## src/rtl/vga_fb_arbiter.sv

```systemverilog
// vga_fb_arbiter: frame-buffer RAM arbiter; the scan-out owns the port in the visible area, and queued writes drain in blanking (FB_HBLANK_WRITE_EN also permits horizontal blanking).
module vga_fb_arbiter #(
  parameter int ADDR_W     = 15,
  parameter int DATA_W     = 8,
  parameter int FIFO_DEPTH = 4
) (
  input  logic                          clk,
  input  logic                          rst,
  input  logic [9:0]                    Hcounter,
  input  logic [9:0]                    Vcounter,
  input  logic                          wr_req,
  input  logic [ADDR_W-1:0]             wr_addr,
  input  logic [DATA_W-1:0]             wr_data,
  output logic                          wr_ready,
  output logic [ADDR_W-1:0]             mem_addr,
  output logic                          mem_we,
  output logic [DATA_W-1:0]             mem_wdata,
  input  logic [DATA_W-1:0]             mem_rdata,
  output logic [DATA_W-1:0]             pix_data,
  output logic                          pix_valid,
  output logic [$clog2(FIFO_DEPTH):0]   fifo_level
);
  localparam int PW = $clog2(FIFO_DEPTH);
  typedef enum logic [1:0] {IDLE, DISP, DRAIN} state_e;
  state_e            state_q, state_d;
  logic              visible, wr_perm, empty, push, pop;
  logic [ADDR_W-1:0] disp_addr;
  logic [ADDR_W-1:0] addr_mem [FIFO_DEPTH];
  logic [DATA_W-1:0] data_mem [FIFO_DEPTH];
  logic [PW-1:0]     rd_ptr_q, wr_ptr_q;
  logic [PW:0]       level_q;
  logic [DATA_W-1:0] pix_data_q;
  logic              pix_valid_q;
  assign visible = (Hcounter < 10'd640) && (Vcounter < 10'd480);
`ifdef FB_HBLANK_WRITE_EN
  assign wr_perm = !visible;
`else
  assign wr_perm = Vcounter >= 10'd480;
`endif
  assign disp_addr  = ADDR_W'(Vcounter[8:2]) * ADDR_W'(160) + ADDR_W'(Hcounter[9:2]);
  assign empty      = level_q == '0;
  assign wr_ready   = level_q != (PW+1)'(FIFO_DEPTH);
  assign push       = wr_req && wr_ready;
  assign fifo_level = level_q;
  assign pix_data   = pix_data_q;
  assign pix_valid  = pix_valid_q;
  // Decided from this cycle's scan position so the display is never stalled and a drain stops the very cycle the visible area begins.
  always_comb begin
    state_d   = visible ? DISP : (wr_perm && !empty && !rst) ? DRAIN : IDLE;
    pop       = state_d == DRAIN;
    mem_we    = pop;
    mem_addr  = pop ? addr_mem[rd_ptr_q] : disp_addr;
    mem_wdata = data_mem[rd_ptr_q];
  end
  // state_q == DISP doubles as the first visible-flag delay stage, aligned with the RAM read data.
  always_ff @(posedge clk or posedge rst) begin
    if (rst) begin
      state_q     <= IDLE;
      rd_ptr_q    <= '0;
      wr_ptr_q    <= '0;
      level_q     <= '0;
      pix_data_q  <= '0;
      pix_valid_q <= 1'b0;
    end else begin
      state_q     <= state_d;
      rd_ptr_q    <= pop ? rd_ptr_q + PW'(1) : rd_ptr_q;
      wr_ptr_q    <= push ? wr_ptr_q + PW'(1) : wr_ptr_q;
      level_q     <= level_q + (PW+1)'(push) - (PW+1)'(pop);
      pix_valid_q <= state_q == DISP;
      pix_data_q  <= (state_q == DISP) ? mem_rdata : '0;
    end
  end
  always_ff @(posedge clk) begin
    if (push) begin
      addr_mem[wr_ptr_q] <= wr_addr;
      data_mem[wr_ptr_q] <= wr_data;
    end
  end
endmodule

```

## config.mk

```make
export PLATFORM = sky130hd
export DESIGN_NAME = vga_fb_arbiter
export DESIGN_NICKNAME = d
export VERILOG_FILES = /design/src/rtl/vga_fb_arbiter.sv
export SDC_FILE = /design/constraint.sdc
export NUM_CORES = 1
export LEC_CHECK = 0
export BUFFER_PORTS_ARGS = -buffer_cell sky130_fd_sc_hd__buf_2
export CORE_UTILIZATION = 50
export CTS_BUF_LIST = sky130_fd_sc_hd__clkbuf_8 sky130_fd_sc_hd__clkbuf_16
export DETAILED_ROUTE_END_ITERATION = 8
export GPL_TIMING_DRIVEN = 0
export HOLD_SLACK_MARGIN = 0.05
export PLACE_DENSITY = 0.69
export SLEW_MARGIN = 20
export SYNTH_ARGS = -nofsm -noshare
export SYNTH_HDL_FRONTEND = slang
export SYNTH_SLANG_ARGS = --single-unit
```

## constraint.sdc

```tcl
create_clock -name clk -period 6.08 [get_ports clk]
set_input_delay 1.216 -clock clk [delete_from_list [all_inputs] [get_ports clk]]
set_output_delay 1.216 -clock clk [all_outputs]
set_load 0.02 [all_outputs]
```

Word-level counts from Yosys, hierarchy flattened
Memories as Yosys holds them, arrays and structs flattened. Cells that the tools add are included.

Reduce and logical (&&, ||, !) cells: 7. Divide/modulo/power cells: 0. Shift-type cells: 0. Order comparisons: 3. Multipliers: 1. Bitwise operators: 0. Multiplexer cells: 6. Add/sub/neg operators: 5. Equality and inequality tests: 3.

Operator list (number): $add 15x8->15 (1); $mux 15 (1); $ge 10x9->1 const B (1); $lt 10x10->1 const B (1); $lt 10x9->1 const B (1); $mul 7x3->10 const B (1); $mux 8 (1); $add 2x1->2 const B (2); $logic_and 1x1->1 (4); $mux 2 (2); $add 3x1->3 (1); $logic_not 3->1 (1); $ne 3x3->1 const B (1); $sub 3x1->3 (1); $eq 2x1->1 const B (1); $eq 2x2->1 const B (1); $logic_not 1->1 (2); $mux 1 (2).

Word-level logic and storage cells: 33. Bits of input ports: 54. Bits in latches: 0. Output and inout bits: 37. Memories kept: 2. Bits in read-only memories: 0. Bits in registers: 18. Memory bits (writable): 92.

Memory list: addr_mem (words 4, width 15, rd ports 1, clocked after Yosys merged registers in 0, write ports 1, line 28) `logic [ADDR_W-1:0] addr_mem [FIFO_DEPTH];`; data_mem (words 4, width 8, rd ports 1, clocked after Yosys merged registers in 0, write ports 1, line 29) `logic [DATA_W-1:0] data_mem [FIFO_DEPTH];`.

Logic depth before layout (Yosys ltp)
Gate-level depths: netlist of run 1.

Depth after elaboration: 8. Mapped depth: 11. Depth with buffers taken out: 11.

Worst setup path before layout of run 1
OpenSTA, ideal clock, no wires.

Path kind: in2out. From: input port Vcounter[3]. To: output port mem_addr[13]. Required time: 4.864 ns. Cell stages on the path: 9. Setup slack: 1.387 ns. Buffers on the path: 0. Arrival: 3.477 ns. Path through: ha_1 -> ha_1 -> inv_1 -> fa_1 -> nand2b_1 -> nor2_1 -> nand2_1 -> or4b_1 -> a31oi_1.

Cells in the longest elaborated chain, start to end: 7. Elaborated cells between the ends (all ways): 11. Those cells by class: 1 x add/sub; 1 x mul; 2 x order compare; 1 x eq/ne; 3 x mux; 3 x reduce/logical.

Ends and longest elaborated chain: from (decl) (line 10) `input logic [9:0] Vcounter,`; parallel branches: the longest is 6 deep, another holds $add 15x8->15; $mux 15 (*) (line 52) `mem_addr = pop ? addr_mem[rd_ptr_q] : disp_addr;`; to (decl) (line 15) `output logic [ADDR_W-1:0] mem_addr,`.

Mark *: on every way between the ends.

Worst setup path after layout of run 1
Same ends and word-level chain as after synthesis.

==> results of run 1 <==
==> cell usage after synthesis, types with 2 or more instances <==
cell / instances
nor2b_1: 2
fa_1: 3
edfxtp_1: 92
buf_2: 5
and2_1: 10
inv_1: 17
a21oi_1: 7
nor2_1: 12
nor3b_1: 2
ha_1: 19
dfrtp_1: 18
clkbuf_1: 4
nand2b_1: 2
o21ai_0: 7
nand2_1: 26
xnor2_1: 9
xor2_1: 5
and3_1: 4
mux4_2: 23
a21o_1: 2
==> final cells by class <==
type	count	area [um^2]	share of cell area (%)
Buffer	10	43.8	0.794
Clock buffer	9	124	2.25
Clock inverter	7	72.6	1.32
Inverter	17	63.8	1.16
Multi-Input combinational cell	149	1430	25.9
Sequential cell	110	3210	58.3
Tap cell	111	139	2.52
Timing Repair Buffer	86	430	7.80
==> power by group <==
group	leakage [uW]	switching (uW)	total, uW	internal [uW]
Sequential	0.00107	42.5	1030	983
Combinational	0.00103	455	779	324
Clock	0.0000976	238	430	192
Total	0.00220	736	2230	1500
==> routing by layer <==
| metal | routed length (um) | vias up | GRT usage, % |
|---|---|---|---|
| met4 | 60 | 0 | 7.92 |
| li1 | - | 1274 | - |
| met3 | 472 | 4 | 4.64 |
| met1 | 3640 | 1284 | 24.0 |
| met2 | 4260 | 77 | 30.7 |
| met5 | 0 | - | 0 |
==> path summary, 6_finish.rpt <==
path                       slack [ns]  cells past startpoint          start            end
setup / recovery                 1.20                     11    Vcounter[3]   mem_addr[13]
hold / removal                   0.53                      1  fifo_level[2]  fifo_level[2]
setup reg to reg                 3.41                     11  fifo_level[1]  fifo_level[2]
hold reg to reg                  0.53                      1  fifo_level[2]  fifo_level[2]
max in group asynchronous        4.69                      2            rst    rd_ptr_q[1]
min in group asynchronous        0.95                      2            rst     state_q[1]
==> metrics by stage <==
stage | utilization [%] | setup WS [ns] | cell area, um^2
6_report | 60.0 | 1.20 | 5520
5_1_grt | 60.0 | 0.974 | 5520
4_1_cts | 60.0 | 1.18 | 5520
3_5_place_dp | 57.8 | 1.21 | 5320
3_3_place_gp | 57.8 | 1.19 | 5310
2_1_floorplan | - | 1.39 | 4740
==> worst reg2reg max path, cell delays in order, from the launching register on <==
cell     delay, ns
dfrtp_1       0.47
nor3_1        0.09
or3_1         0.33
inv_1         0.18
buf_2         0.32
ha_1          0.28
inv_1         0.05
ha_1          0.13
inv_1         0.05
fa_1          0.37
xnor2_1       0.19
xnor2_1       0.14
==> sequential cells by signal, indices dropped and copies added, names as in the netlist <==
register / cells
fifo_level: 3
pix_data: 8
wr_ptr_q: 2
pix_valid: 1
state_q: 2
addr_mem: 60
data_mem: 32
rd_ptr_q: 2
==> kinds of logic after synthesis <==
| group | after synthesis |
|---|---|
| compound gates | 26 |
| xor+xnor | 14 |
| fa+ha+maj | 22 |
| buf+inv | 27 |
| flops | 110 |
| mux | 23 |
| simple gates | 64 |
==> flow_summary.toml, run 1 <==
[status]
status = "complete, no violations"

[place]
gp_routability_congestion = 0.747
portBuffers = 86
placed_cells = 483
dp_hpwl_um = 5750

[setup_path]
cp_slowest_cell = "or4b_1"
startpoint_type = "input pin"
crit_chain = "buf_2 -> ha_1 -> ha_1 -> inv_1 -> fa_1 -> nand2b_1 -> nor2_1 -> nand2_1 -> or4b_1 -> a31oi_1 -> buf_2"
critPathArrivalTime_ns = 3.66
cp_max_fo = 3
crit_family = "adder cells"
worstSetupPathType = "input pin to output pin"
cp-end-kind = "output pin"
path_buf_inv = 3
cpPeakStageDelay_ns = 0.52
critPathRequiredTime_ns = 4.86

[sta]
rsz0062_at_grt = "false"
final.min_clock_period_ns = 4.88
post-route-period-util_pct = 80.2
tightestPinTransition_ns = 0.674
hold_viol = 0
maxSlewHeadroom_pct = 55.0
whs_ns = 0.530
fmax_ghz = 0.205
clock_skew_ns = 0.0134
final.setup.tns_ns = 0
setup_violations = 0
slew_viol_final = 0

[logic_synthesis]
synthFlopType = "edfxtp_1"
synthAdderAreaFrac_pct = 6.28
yosysUniqueCellTypes = 37
yosys.area.top_type = "edfxtp_1"
synth_area_mm2 = 0.00474
synth_top_family_by_area = "multiplexers"
syn_nets = 362
synth_top_area_share_pct = 58.2
yosys_warnings = 0
avgSynthCellArea_um2 = 16.6
synth_enable_flop_cells = 92
async_flop_share_pct = 16.4
synth_compound_area_share_pct = 3.67
synth_xor_area_share_pct = 2.58
yosys.area_share.simple_pct = 6.57
synth_area_leaders = "edfxtp_1, mux4_2, dfrtp_1"
ys_seq_elements = 110
synthCells = 286
synth-seq-area-share_pct = 67.7
synth_mux_area_share_pct = 10.9

[die]
pin_count = 91
start_util_pct = 51.6
die_h_um = 99.4
core.rowCount = 35
die_w_um = 99.4
die_area_mm2 = 0.00988
core_mm2 = 0.00920

[route]
routed_wirelength_um = 8430
wl_per_cell_um = 16.9
drtAntennaViolNets = 0
vias = 2639
firstDrtPassIters = 4
via_per_inst = 5.29
drc = 0
drt-initial-drc-count = 100

[global_route]
grt_pass1_vias = 2681
grt_pass1_wl_um = 13500
antenna_found_initial = 1
grt_usage_pct = 18.7
grt-ovfl-total = 0
grt_max_degree = 24

[power_and_ir_drop]
power.density_mw_per_mm2 = 405
irDropWorstVdd_mv = 0.224
finalPower_uw = 2230
leakagePower_uw = 0.00220

[layout]
final_cell_mix = "edfxtp_1, buf_2, nand2_1, mux4_2, ha_1"
drive_gt1_share_pct = 34.8
final_cell_count_no_fill = 499
area_growth_pct = 16.2
diodes = 0
final_common_cell = "edfxtp_1"
nets = 459
fill_cells = 686

[clock_tree]
cts.sinks = 110
clk_pin_slew_ns = 0.10
cts_tree = "done"
cts_hold_buffers = 0
cts_resized = 0
post_cts_buffers = 0
numCtsBuffers = 9
clock_path_buffers = 2
htree_num_levels = 3
clock_latency_ns = 0.36
clock-root-buffer = "clkbuf_8"

[worst_hold_path]
hold_class = "flop to flop"

[flow_run]
drv_cap = 0
Note: power is estimated with default switching activity, not from simulation.
==> inputs of run 2 (changes only) <==
--- a/config.mk
+++ b/config.mk
@@ -5,13 +5,14 @@
 export SDC_FILE = /design/constraint.sdc
 export NUM_CORES = 1
 export LEC_CHECK = 0
+export ABC_AREA = 1
 export BUFFER_PORTS_ARGS = -buffer_cell sky130_fd_sc_hd__buf_2
 export CORE_UTILIZATION = 50
 export CTS_BUF_LIST = sky130_fd_sc_hd__clkbuf_8 sky130_fd_sc_hd__clkbuf_16
 export DETAILED_ROUTE_END_ITERATION = 8
 export GPL_TIMING_DRIVEN = 0
 export HOLD_SLACK_MARGIN = 0.05
-export PLACE_DENSITY = 0.69
+export PLACE_DENSITY = 0.72
 export SLEW_MARGIN = 20
 export SYNTH_ARGS = -nofsm -noshare
 export SYNTH_HDL_FRONTEND = slang
==> constraint.sdc (replaced) <==
create_clock -name clk -period 3.96 [get_ports clk]
set_input_delay 0.792 -clock clk [delete_from_list [all_inputs] [get_ports clk]]
set_output_delay 0.792 -clock clk [all_outputs]
set_load 0.02 [all_outputs]
==> run 2 against run 1 <==
Total power grew 66%. Area after synthesis grew 5.0%. Sequential power grew 53%. Largest power group unchanged. Die area grew 4.9%. Sequential cell count is the same. Worst setup slack lost 1.0 ns. Worst hold slack lost 0.12 ns. Synthesized cell count grew 56%. Combinational power grew 90%. Via count grew 31%. Clock skew grew 0.0038 ns.
==> flow_summary.toml, run 2 <==
[setup_path]
reg2reg_from = "fifo_level[1]"
critPathRequiredTime_ns = 3.17
cp_num_cells = 15
crit_family = "adder cells"
startpoint_type = "input pin"
crit_chain = "buf_2 -> ha_1 -> ha_1 -> inv_1 -> fa_1 -> nor2_8 -> nand3_1 -> nor2_2 -> nand2_2 -> nor2_2 -> nand2_1 -> nand2_1 -> nand2_1 -> nand2_1 -> buf_2"
rrSetupSlack_ns = 1.65
reg2reg_to = "fifo_level[2]"
cpPeakStageDelay_ns = 0.52
worstSetupPathType = "input pin to output pin"
r2r_cells = 11
cp-end-kind = "output pin"
critPathArrivalTime_ns = 2.97
cpMostUsedCell = "nand2_1"
cp_slowest_cell = "fa_1"
path_buf_inv = 3
cp_max_fo = 3

[die]
start_util_pct = 51.2
die_area_mm2 = 0.0104
core.rowCount = 36
die_h_um = 102
core_mm2 = 0.00973
pin_count = 91
die_w_um = 102

[logic_synthesis]
synth_area_leaders = "edfxtp_1, dfrtp_1, nor2_1"
synth-seq-area-share_pct = 64.5
synth_area_mm2 = 0.00498
yosys_warnings = 0
synth_top_cells_by_count = "edfxtp_1, nor2_1, o21ai_0"
ys_seq_elements = 110
avgSynthCellArea_um2 = 11.2
yosysUniqueCellTypes = 32
synth_top_area_share_pct = 55.4
syn_nets = 521
synth_enable_flop_cells = 92
synthCells = 445
yosys.area.top_type = "edfxtp_1"
synthFlopType = "edfxtp_1"
async_flop_share_pct = 16.4
yosysMostFrequentCell = "edfxtp_1"

[power_and_ir_drop]
leakagePower_uw = 0.00245
power.density_mw_per_mm2 = 636
irDropWorstVdd_mv = 0.470
finalPower_uw = 3710

[worst_hold_path]
hold_class = "flop to flop"
hold_start = "state_q[1]"
hold_end = "pix_valid"
whs_path_depth = 1

[layout]
largest_register_ffs = 60
final_common_cell = "buf_2"
drive_gt1_share_pct = 24.3
final_cell_mix = "buf_2, edfxtp_1, nor2_1, o21ai_0, nand2_1"
nets = 619
area_growth_pct = 16.9
regMostFlops = "addr_mem"
final_cell_count_no_fill = 680
design_area_mm2 = 0.00583
diodes = 0

[sta]
final.min_clock_period_ns = 3.77
clock_skew_ns = 0.0172
fmax_ghz = 0.266
setup_violations = 0
post-route-period-util_pct = 95.1
rsz0062_at_grt = "false"
tightestPinTransition_ns = 0.785
maxSlewHeadroom_pct = 47.5
hold_viol = 0
slew_viol_final = 0
final.setup.tns_ns = 0

[clock_tree]
numCtsBuffers = 9
clock_path_buffers = 2
cts.sinks = 110
htree_num_levels = 3
cts_hold_buffers = 0
clock_latency_ns = 0.38
clk_pin_slew_ns = 0.10
cts_resized = 0
post_cts_buffers = 0
clock-root-buffer = "clkbuf_8"
cts_tree = "done"

[global_route]
grt_pass1_vias = 3331
grt_pass1_wl_um = 15600
grt_usage_pct = 20.5
antenna_found_initial = 0
grt_max_degree = 24
grt-ovfl-total = 0

[route]
drc = 0
wl_per_cell_um = 15.0
via_per_inst = 5.10
drtAntennaViolNets = 0
firstDrtPassIters = 5
routed_wirelength_um = 10200
vias = 3465
drt-initial-drc-count = 149

[status]
status = "complete, no violations"

[place]
portBuffers = 86
dp_hpwl_um = 7020
placed_cells = 665
placed_area_mm2 = 0.00564
gp_routability_congestion = 0.835

[flow_run]
drv_cap = 0
==> run 2: per-layer routing <==
layer | vias up | routed length [um] | track usage, %
met5 | - | 0 | 0
met4 | 0 | 102 | 7.14
met2 | 110 | 5350 | 37.3
li1 | 1724 | - | -
met1 | 1619 | 4170 | 24.3
met3 | 12 | 554 | 3.97
==> run 2: how the worst max path moves through the flow <==
stage / startpoint / end / slack [ns]
final: Vcounter[3] / mem_addr[13] / 0.19
after global routing: Vcounter[3] / mem_addr[13] / 0.01
after CTS: Vcounter[3] / mem_addr[14] / 0.19
after detailed placement: Vcounter[3] / mem_addr[14] / 0.20
after global placement: Vcounter[3] / mem_addr[14] / 0.22
after floorplan: Vcounter[3] / mem_addr[13] / 0.56
==> run 2: final cells by class <==
class	count	area, um^2
Fill cell	850	3900
Sequential cell	110	3210
Multi-Input combinational cell	276	1550
Timing Repair Buffer	87	458
Tap cell	133	166
Inverter	43	164
Clock buffer	9	124
Buffer	16	91.3
Clock inverter	6	65.1
==> run 2: worst reg2reg max path, delay by kind of cell, from the launching register on <==
kind                       cells  cell delay [ns]
DFF                            1             0.46
buffers and inverters          4             0.39
and+or+nand+nor                2             0.37
AOI/OAI and AO/OA              1             0.07
adders and majority gates      3             0.79
xor gates and xnor gates       1             0.13
==> run 2: cells by family after synthesis <==
kind of cell               after synthesis  synth area share (%)
adders and majority gates               22                  5.98
xor gates and xnor gates                 8                  1.41
and+or+nand+nor                        162                  13.8
buffers and inverters                   59                  5.12
AOI/OAI and AO/OA                       84                  9.19
DFF                                    110                  64.5
==> run 2: power breakdown <==
part / internal, uW / total, uW / switching [uW]
combinational: 476 / 1480 / 1000
clock: 245 / 645 / 399
sequential: 1510 / 1580 / 75.3
total: 2230 / 3710 / 1480
==> run 2: through the flow <==
step           hold slack [ns]  utilization, %  worst slack (ns)
2_1_floorplan            0.388               -             0.555
3_3_place_gp             0.396            57.4             0.215
3_5_place_dp             0.398            57.9             0.200
4_1_cts                  0.415            59.9             0.191
5_1_grt                  0.442            59.9            0.0141
6_report                 0.412            59.9             0.194
